**src/rtl/regfile_pkg.sv**
```systemverilog
// Shared widths, writeback request type and controller state encoding
// for the register-file write-port controller.
package regfile_pkg;

    localparam int DATA_W = 32;
    localparam int ADDR_W = 5;
    localparam int NREGS  = 1 << ADDR_W;

    typedef struct packed {
        logic              valid;
        logic [ADDR_W-1:0] rd;
        logic [DATA_W-1:0] data;
    } wb_req_t;

    typedef enum logic {
        INIT = 1'b0,
        RUN  = 1'b1
    } ctrl_state_t;

endpackage

```
**src/rtl/rr_arb2.sv**
```systemverilog
// Two-requester arbiter. With ROUND_ROBIN set, contended grants alternate
// starting with A; otherwise A always wins a contention.
module rr_arb2 #(
    parameter int ROUND_ROBIN = 1
) (
    input  logic clk,
    input  logic reset,
    input  logic enable,
    input  logic req_a,
    input  logic req_b,
    output logic grant_a,
    output logic grant_b
);

    logic prio_b;
    logic contend;

    // NOTE: every always_comb output gets a default first so no path leaves it
    // unassigned; an unassigned path would infer a latch.
    always_comb begin
        grant_a = 1'b0;
        grant_b = 1'b0;
        contend = enable & req_a & req_b;
        if (contend) begin
            if ((ROUND_ROBIN != 0) && prio_b) grant_b = 1'b1;
            else                              grant_a = 1'b1;
        end else if (enable) begin
            grant_a = req_a;
            grant_b = req_b;
        end
    end

    // Only contended grants move the pointer; after A wins, B is preferred.
    // NOTE: sequential state uses non-blocking assignments so every flop
    // samples pre-edge values regardless of block ordering.
    always_ff @(posedge clk or posedge reset) begin
        if (reset)
            prio_b <= 1'b0;
        else if ((ROUND_ROBIN != 0) && contend)
            prio_b <= grant_a;
    end

endmodule

```
**src/rtl/regfile_wb_ctrl.sv**
```systemverilog
// Register-file write-port controller: post-reset clear sequencing, A/B
// writeback arbitration onto one write port, and a pending-write scoreboard.
module regfile_wb_ctrl
    import regfile_pkg::wb_req_t, regfile_pkg::ctrl_state_t,
           regfile_pkg::INIT, regfile_pkg::RUN;
#(
    parameter int DATA_W      = regfile_pkg::DATA_W,
    parameter int ADDR_W      = regfile_pkg::ADDR_W,
    parameter int NREGS       = regfile_pkg::NREGS,
    parameter int ROUND_ROBIN = 1
) (
    input  logic              clk,
    input  logic              reset,
    input  logic              a_valid,
    output logic              a_ready,
    input  logic [ADDR_W-1:0] a_rd,
    input  logic [DATA_W-1:0] a_data,
    input  logic              b_valid,
    output logic              b_ready,
    input  logic [ADDR_W-1:0] b_rd,
    input  logic [DATA_W-1:0] b_data,
    input  logic              issue_valid,
    input  logic [ADDR_W-1:0] issue_rd,
    input  logic [ADDR_W-1:0] rs1,
    input  logic [ADDR_W-1:0] rs2,
    output logic              rs1_busy,
    output logic              rs2_busy,
    output logic              rf_enable,
    output logic              rf_reset,
    output logic              rf_rw,
    output logic [ADDR_W-1:0] rf_rd,
    output logic [DATA_W-1:0] rf_din
);

    ctrl_state_t      state;
    ctrl_state_t      state_next;
    logic             run;
    logic             grant_a;
    logic             grant_b;
    wb_req_t          a_req;
    wb_req_t          b_req;
    wb_req_t          win;
    logic [NREGS-1:0] mask;
    logic [NREGS-1:0] mask_next;

    always_ff @(posedge clk or posedge reset) begin
        if (reset) state <= INIT;
        else       state <= state_next;
    end

    // INIT holds exactly one post-reset cycle, long enough for the register
    // file to see one clearing negedge.
    always_comb begin
        state_next = state;
        case (state)
            INIT:    state_next = RUN;
            RUN:     state_next = RUN;
            default: state_next = INIT;
        endcase
    end

    assign run       = (state == RUN);
    assign rf_enable = 1'b1;
    assign rf_reset  = (state == INIT);

    rr_arb2 #(
        .ROUND_ROBIN(ROUND_ROBIN)
    ) u_arb (
        .clk    (clk),
        .reset  (reset),
        .enable (run),
        .req_a  (a_valid),
        .req_b  (b_valid),
        .grant_a(grant_a),
        .grant_b(grant_b)
    );

    assign a_ready = grant_a;
    assign b_ready = grant_b;

    always_comb begin
        a_req       = '{valid: a_valid, rd: a_rd, data: a_data};
        b_req       = '{valid: b_valid, rd: b_rd, data: b_data};
        win         = grant_b ? b_req : a_req;
        win.valid   = grant_a | grant_b;
    end

    // Writes to x0 are accepted and latched but never strobe the register file.
    always_ff @(posedge clk or posedge reset) begin
        if (reset) begin
            rf_rw  <= 1'b0;
            rf_rd  <= '0;
            rf_din <= '0;
        end else if (win.valid) begin
            rf_rw  <= (win.rd != '0);
            rf_rd  <= win.rd;
            rf_din <= win.data;
        end else begin
            rf_rw  <= 1'b0;
        end
    end

    // Set is applied after clear so a same-cycle issue and retire of one
    // register leaves the newer producer outstanding.
    always_comb begin
        mask_next = mask;
        if (win.valid)
            mask_next[win.rd] = 1'b0;
        if (run && issue_valid)
            mask_next[issue_rd] = 1'b1;
        mask_next[0] = 1'b0;
    end

    always_ff @(posedge clk or posedge reset) begin
        if (reset) mask <= '0;
        else       mask <= mask_next;
    end

    assign rs1_busy = mask[rs1];
    assign rs2_busy = mask[rs2];

endmodule

```
**config.mk**
```make
export PLATFORM = sky130hd
export DESIGN_NAME = regfile_wb_ctrl
export DESIGN_NICKNAME = d
export VERILOG_FILES = /design/src/rtl/regfile_pkg.sv /design/src/rtl/rr_arb2.sv /design/src/rtl/regfile_wb_ctrl.sv
export SDC_FILE = /design/constraint.sdc
export NUM_CORES = 1
export LEC_CHECK = 0
export CAP_MARGIN = 30
export CORE_MARGIN = 1.5
export CORE_UTILIZATION = 46
export CTS_BUF_LIST = sky130_fd_sc_hd__clkbuf_8
export DETAILED_ROUTE_END_ITERATION = 10
export PLACE_DENSITY = 0.84
export REMOVE_ABC_BUFFERS = 1
export SYNTH_ARGS = -nofsm -noshare
export SYNTH_HDL_FRONTEND = slang
export SYNTH_SLANG_ARGS = --single-unit
```
**constraint.sdc**
```tcl
create_clock -name clk -period 2.3 [get_ports clk]
set_input_delay 0.345 -clock clk [delete_from_list [all_inputs] [get_ports clk]]
set_output_delay 0.345 -clock clk [all_outputs]
set_load 0.01 [all_outputs]
```
==> flow_summary.html <==
<table>
<tr><th>Metric</th><th>Value</th></tr>
<tr><th colspan="2">Setup path</th></tr>
<tr><td>CP Max Fanout</td><td>3</td></tr>
<tr><td>Crit-path cells</td><td>mux4_2 -&gt; mux2i_1 -&gt; nor3_1 -&gt; or3_1 -&gt; buf_2</td></tr>
<tr><td>Arrival time of data at the critical path endpoint</td><td>1950 ps</td></tr>
<tr><td>Slowest cell on crit path</td><td>sky130_fd_sc_hd__mux4_2</td></tr>
<tr><td>Reg2reg end</td><td>mask[6]</td></tr>
<tr><td>Startpoint type of the worst setup path</td><td>flop</td></tr>
<tr><td>FF-to-FF Start</td><td>u_arb.prio_b</td></tr>
<tr><td>Longest individual stage delay on the worst path</td><td>480 ps</td></tr>
<tr><td>R2r setup slk</td><td>320 ps</td></tr>
<tr><td>CP endpoint kind</td><td>output pin</td></tr>
<tr><td>Buffer and inverter count on the worst path</td><td>1</td></tr>
<tr><td>Data required time at the worst endpoint</td><td>1960 ps</td></tr>
<tr><td>FF-to-FF path depth</td><td>5</td></tr>
<tr><td>Category of cells accounting for the largest share of critical-path delay</td><td>multiplexers</td></tr>
<tr><td>Kind of critical path</td><td>flop to output pin</td></tr>
<tr><th colspan="2">Layout</th></tr>
<tr><td>Register area</td><td>1780 µm²</td></tr>
<tr><td>Post-route cell area</td><td>5720 µm²</td></tr>
<tr><td>Antenna cells</td><td>0</td></tr>
<tr><td>Layout cells sized above 1</td><td>13.1%</td></tr>
<tr><td>Fraction of the core area covered by cells at the end of the flow</td><td>72.8%</td></tr>
<tr><td>Combined area of the multi-input logic cells</td><td>1910 µm²</td></tr>
<tr><td>Net total in the final layout</td><td>654</td></tr>
<tr><td>Area growth from synthesis to layout</td><td>50.4%</td></tr>
<tr><td>Filler Cells Inserted</td><td>580</td></tr>
<tr><td>Final non-filler cell total</td><td>667</td></tr>
<tr><th colspan="2">Placement</th></tr>
<tr><td>Final estimated routing congestion in global placement</td><td>0.867</td></tr>
<tr><td>Cell total after placement</td><td>646</td></tr>
<tr><td>Placement-stage cell area</td><td>5430 µm²</td></tr>
<tr><td>HPWL Detailed</td><td>9.08 mm</td></tr>
<tr><td>Port-buffer cells</td><td>136</td></tr>
<tr><th colspan="2">Detailed routing</th></tr>
<tr><td>Total Routed Length</td><td>12.2 mm</td></tr>
<tr><td>Total via count after detailed routing</td><td>3889</td></tr>
<tr><td>Number of iterations in the first detailed-routing pass</td><td>5</td></tr>
<tr><td>First-iteration detailed-routing DRC count</td><td>332</td></tr>
<tr><td>Mean routed wirelength per cell</td><td>18.3 µm</td></tr>
<tr><td>Final routed DRC violation total</td><td>0</td></tr>
<tr><td>Remaining number of nets flagged by the antenna check after routing</td><td>0</td></tr>
<tr><td>DR vias/cell</td><td>5.83</td></tr>
<tr><th colspan="2">Yosys</th></tr>
<tr><td>Share of the synthesized area in the top cell type</td><td>46.8%</td></tr>
<tr><td>Post-synthesis instance total</td><td>400</td></tr>
<tr><td>Largest cells by area after synthesis</td><td>sky130_fd_sc_hd__dfrtp_1, sky130_fd_sc_hd__nand2_1, sky130_fd_sc_hd__o31ai_1</td></tr>
<tr><td>Yosys top cell by area</td><td>sky130_fd_sc_hd__dfrtp_1</td></tr>
<tr><td>Total of flip-flops plus latches after synthesis</td><td>71</td></tr>
<tr><td>Syn_area_per_cell</td><td>9.50 µm²</td></tr>
<tr><td>Unique masters post-synth</td><td>43</td></tr>
<tr><td>Synth warnings</td><td>0</td></tr>
<tr><td>Most frequently used flop master after synthesis</td><td>sky130_fd_sc_hd__dfrtp_1</td></tr>
<tr><td>Share of synthesized area occupied by flip-flops and latches</td><td>46.8%</td></tr>
<tr><td>Number of synthesized flops with an enable pin</td><td>0</td></tr>
<tr><td>Synth async-reset ratio</td><td>100%</td></tr>
<tr><td>Ranking of synthesized cells by instance count</td><td>sky130_fd_sc_hd__nand2_1, sky130_fd_sc_hd__dfrtp_1, sky130_fd_sc_hd__o21ai_0, sky130_fd_sc_hd__o31ai_1, sky130_fd_sc_hd__a22oi_1</td></tr>
<tr><td>Summed instance area of the synthesized netlist</td><td>3800 µm²</td></tr>
<tr><td>Most used standard cell by instance count after synthesis</td><td>sky130_fd_sc_hd__nand2_1</td></tr>
<tr><th colspan="2">Global route</th></tr>
<tr><td>Via count of the first global-routing pass</td><td>4100</td></tr>
<tr><td>Number of antenna violations at the first check in global routing</td><td>0</td></tr>
<tr><td>First-pass GRT wire length</td><td>19.9 mm</td></tr>
<tr><td>Remaining global-route overflow</td><td>0</td></tr>
<tr><td>Pin count of the biggest net entering global routing</td><td>41</td></tr>
<tr><td>GRT Resource Usage Total</td><td>29.7%</td></tr>
<tr><th colspan="2">Timing</th></tr>
<tr><td>Rel. slew slack</td><td>47.4%</td></tr>
<tr><td>Hold Violations, Final</td><td>0</td></tr>
<tr><td>Final max-slew violation count</td><td>0</td></tr>
<tr><td>Post-Route Skew</td><td>8.05 ps</td></tr>
<tr><td>Setup violations, final</td><td>0</td></tr>
<tr><td>Post-layout minimum cycle time</td><td>2290 ps</td></tr>
<tr><td>RSZ-0062 raised after global routing</td><td>true</td></tr>
<tr><td>Setup tns final</td><td>0 ps</td></tr>
<tr><td>Period utilization</td><td>99.6%</td></tr>
<tr><td>Achievable Freq</td><td>0.436 GHz</td></tr>
<tr><td>Measured slew at the worst slew-check pin</td><td>784 ps</td></tr>
<tr><th colspan="2">Clocking</th></tr>
<tr><td>Hold-fix buffers at CTS</td><td>0</td></tr>
<tr><td>Cts bufs inserted</td><td>9</td></tr>
<tr><td>Number of H-tree levels</td><td>3</td></tr>
<tr><td>Worst skew pair latency</td><td>350 ps</td></tr>
<tr><td>TritonCTS clock tree</td><td>yes</td></tr>
<tr><td>Clock-pin slew on the worst setup and hold paths</td><td>80 ps</td></tr>
<tr><td>Bufs on Longest Clock Path</td><td>2</td></tr>
<tr><td>Root Buffer</td><td>sky130_fd_sc_hd__clkbuf_8</td></tr>
<tr><td>Sink count of the clock tree</td><td>71</td></tr>
<tr><th colspan="2">Power and ir drop</th></tr>
<tr><td>Internal power</td><td>2800 µW</td></tr>
<tr><td>Clock power frac</td><td>26.7%</td></tr>
<tr><td>Leakage power figure</td><td>0.00244 µW</td></tr>
<tr><td>Fraction of power consumed by combinational cells</td><td>31.5%</td></tr>
<tr><td>Total power density per cell area</td><td>711 nW/µm²</td></tr>
<tr><td>Total power draw</td><td>4060 µW</td></tr>
<tr><td>Switching power share of the total</td><td>31.1%</td></tr>
<tr><td>Max VDD drop</td><td>0.505 mV</td></tr>
<tr><td>Sequential share of power</td><td>41.8%</td></tr>
<tr><td>Switch Pwr</td><td>1260 µW</td></tr>
<tr><th colspan="2">Die</th></tr>
<tr><td>Std cell rows</td><td>32</td></tr>
<tr><td>Overall die width</td><td>93.9 µm</td></tr>
<tr><td>Floorplan die area</td><td>8820 µm²</td></tr>
<tr><td>I/O pin cnt</td><td>138</td></tr>
<tr><td>Vertical die dimension</td><td>93.9 µm</td></tr>
<tr><td>Area inside the core boundary</td><td>7850 µm²</td></tr>
<tr><td>Initial Util</td><td>48.4%</td></tr>
<tr><th colspan="2">Run</th></tr>
<tr><td>Number of max-cap violations</td><td>0</td></tr>
<tr><th colspan="2">Status</th></tr>
<tr><td>Run status</td><td>completed</td></tr>
<tr><th colspan="2">Hold path</th></tr>
<tr><td>Hold crit path type</td><td>input port to asynchronous set/reset pin</td></tr>
</table>
## final cells by class
class,count,area share [%]
well taps,102,2.23
inverters,5,0.372
repair buffers,171,29.1
multi-input cells,302,33.5
flip-flops and latches,71,31.1
clock buffers,9,2.17
clock inverters,7,1.55
## power groups by stage
stage / Sequential (µW) / Clock, µW / Combinational [µW]
floorplan: 1710 / 0 / 529
global placement: 1700 / 0 / 1210
detailed placement: 1710 / 0 / 1250
CTS: 1690 / 1090 / 1270
global route: 1730 / 1140 / 1400
finish: 1700 / 1080 / 1280
## layout by cell type, fill, tap and decap left out, drive strengths merged, types with 5 or more instances in the layout
master	count
mux4	6
a21oi	11
o31ai	31
clkbuf	9
nor2b	7
inv	6
mux2i	21
buf	36
a31oi	12
clkdlybuf4s50	126
o21ai	40
nand2b	5
a22oi	30
dfrtp	71
dlygate4sd2	6
nand2	78
nor2	18
nand3	7
## stage by stage
| step | hold slack, ps | setup WS (ps) |
|---|---|---|
| after floorplan | 458 | -269 |
| after global placement | 465 | -532 |
| after detailed placement | 470 | -597 |
| after CTS | 155 | -2.92 |
| after global routing | 161 | -53.8 |
| final | 165 | 8.42 |
## cell families (layout without fill, tap and decap cells)
kind of cell	count (synthesis)	after routing	synth area share, %
AND/OR/NAND/NOR	142	142	17.6
AO/OA/AOI/OAI	129	129	22.1
other	1	2	0.0987
buffers and inverters	28	192	3.59
XOR/XNOR	1	1	0.231
multiplexers	28	28	9.58
flip-flops	71	71	46.8
## repair_timing
item                       4_1_cts  5_1_grt
setup endpoints to repair        3        3
buffers inserted                 4        0
resized for setup               19        6
hold endpoints to repair         0        0
gates cloned                     1        0
pin swaps                        3        3
## flip-flops by register name (all words and copies together) (netlist names)
| signal | flops |
|---|---|
| u_arb.prio_b | 1 |
| rf_rd | 5 |
| rf_rw | 1 |
| run | 1 |
| rf_din | 32 |
| mask | 31 |
## worst max-delay path by stage
stage	from	to	cells past startpoint
2_1_floorplan	b_valid	rf_din[10]	4
3_3_place_gp	rs2[0]	rs2_busy	6
3_5_place_dp	rs1[0]	rs1_busy	6
4_1_cts	mask[22]	rs1_busy	5
5_1_grt	mask[7]	rs1_busy	5
6_report	mask[7]	rs1_busy	5
## routing by layer
layer	vias up	share of wire [%]	GRT usage, %
met4	0	3.6	15.0
met3	39	9.2	7.85
met1	1833	37	34.4
met5	-	0	0
met2	220	50	50.4
li1	1797	-	-
Note: power is estimated with default switching activity, not from simulation.
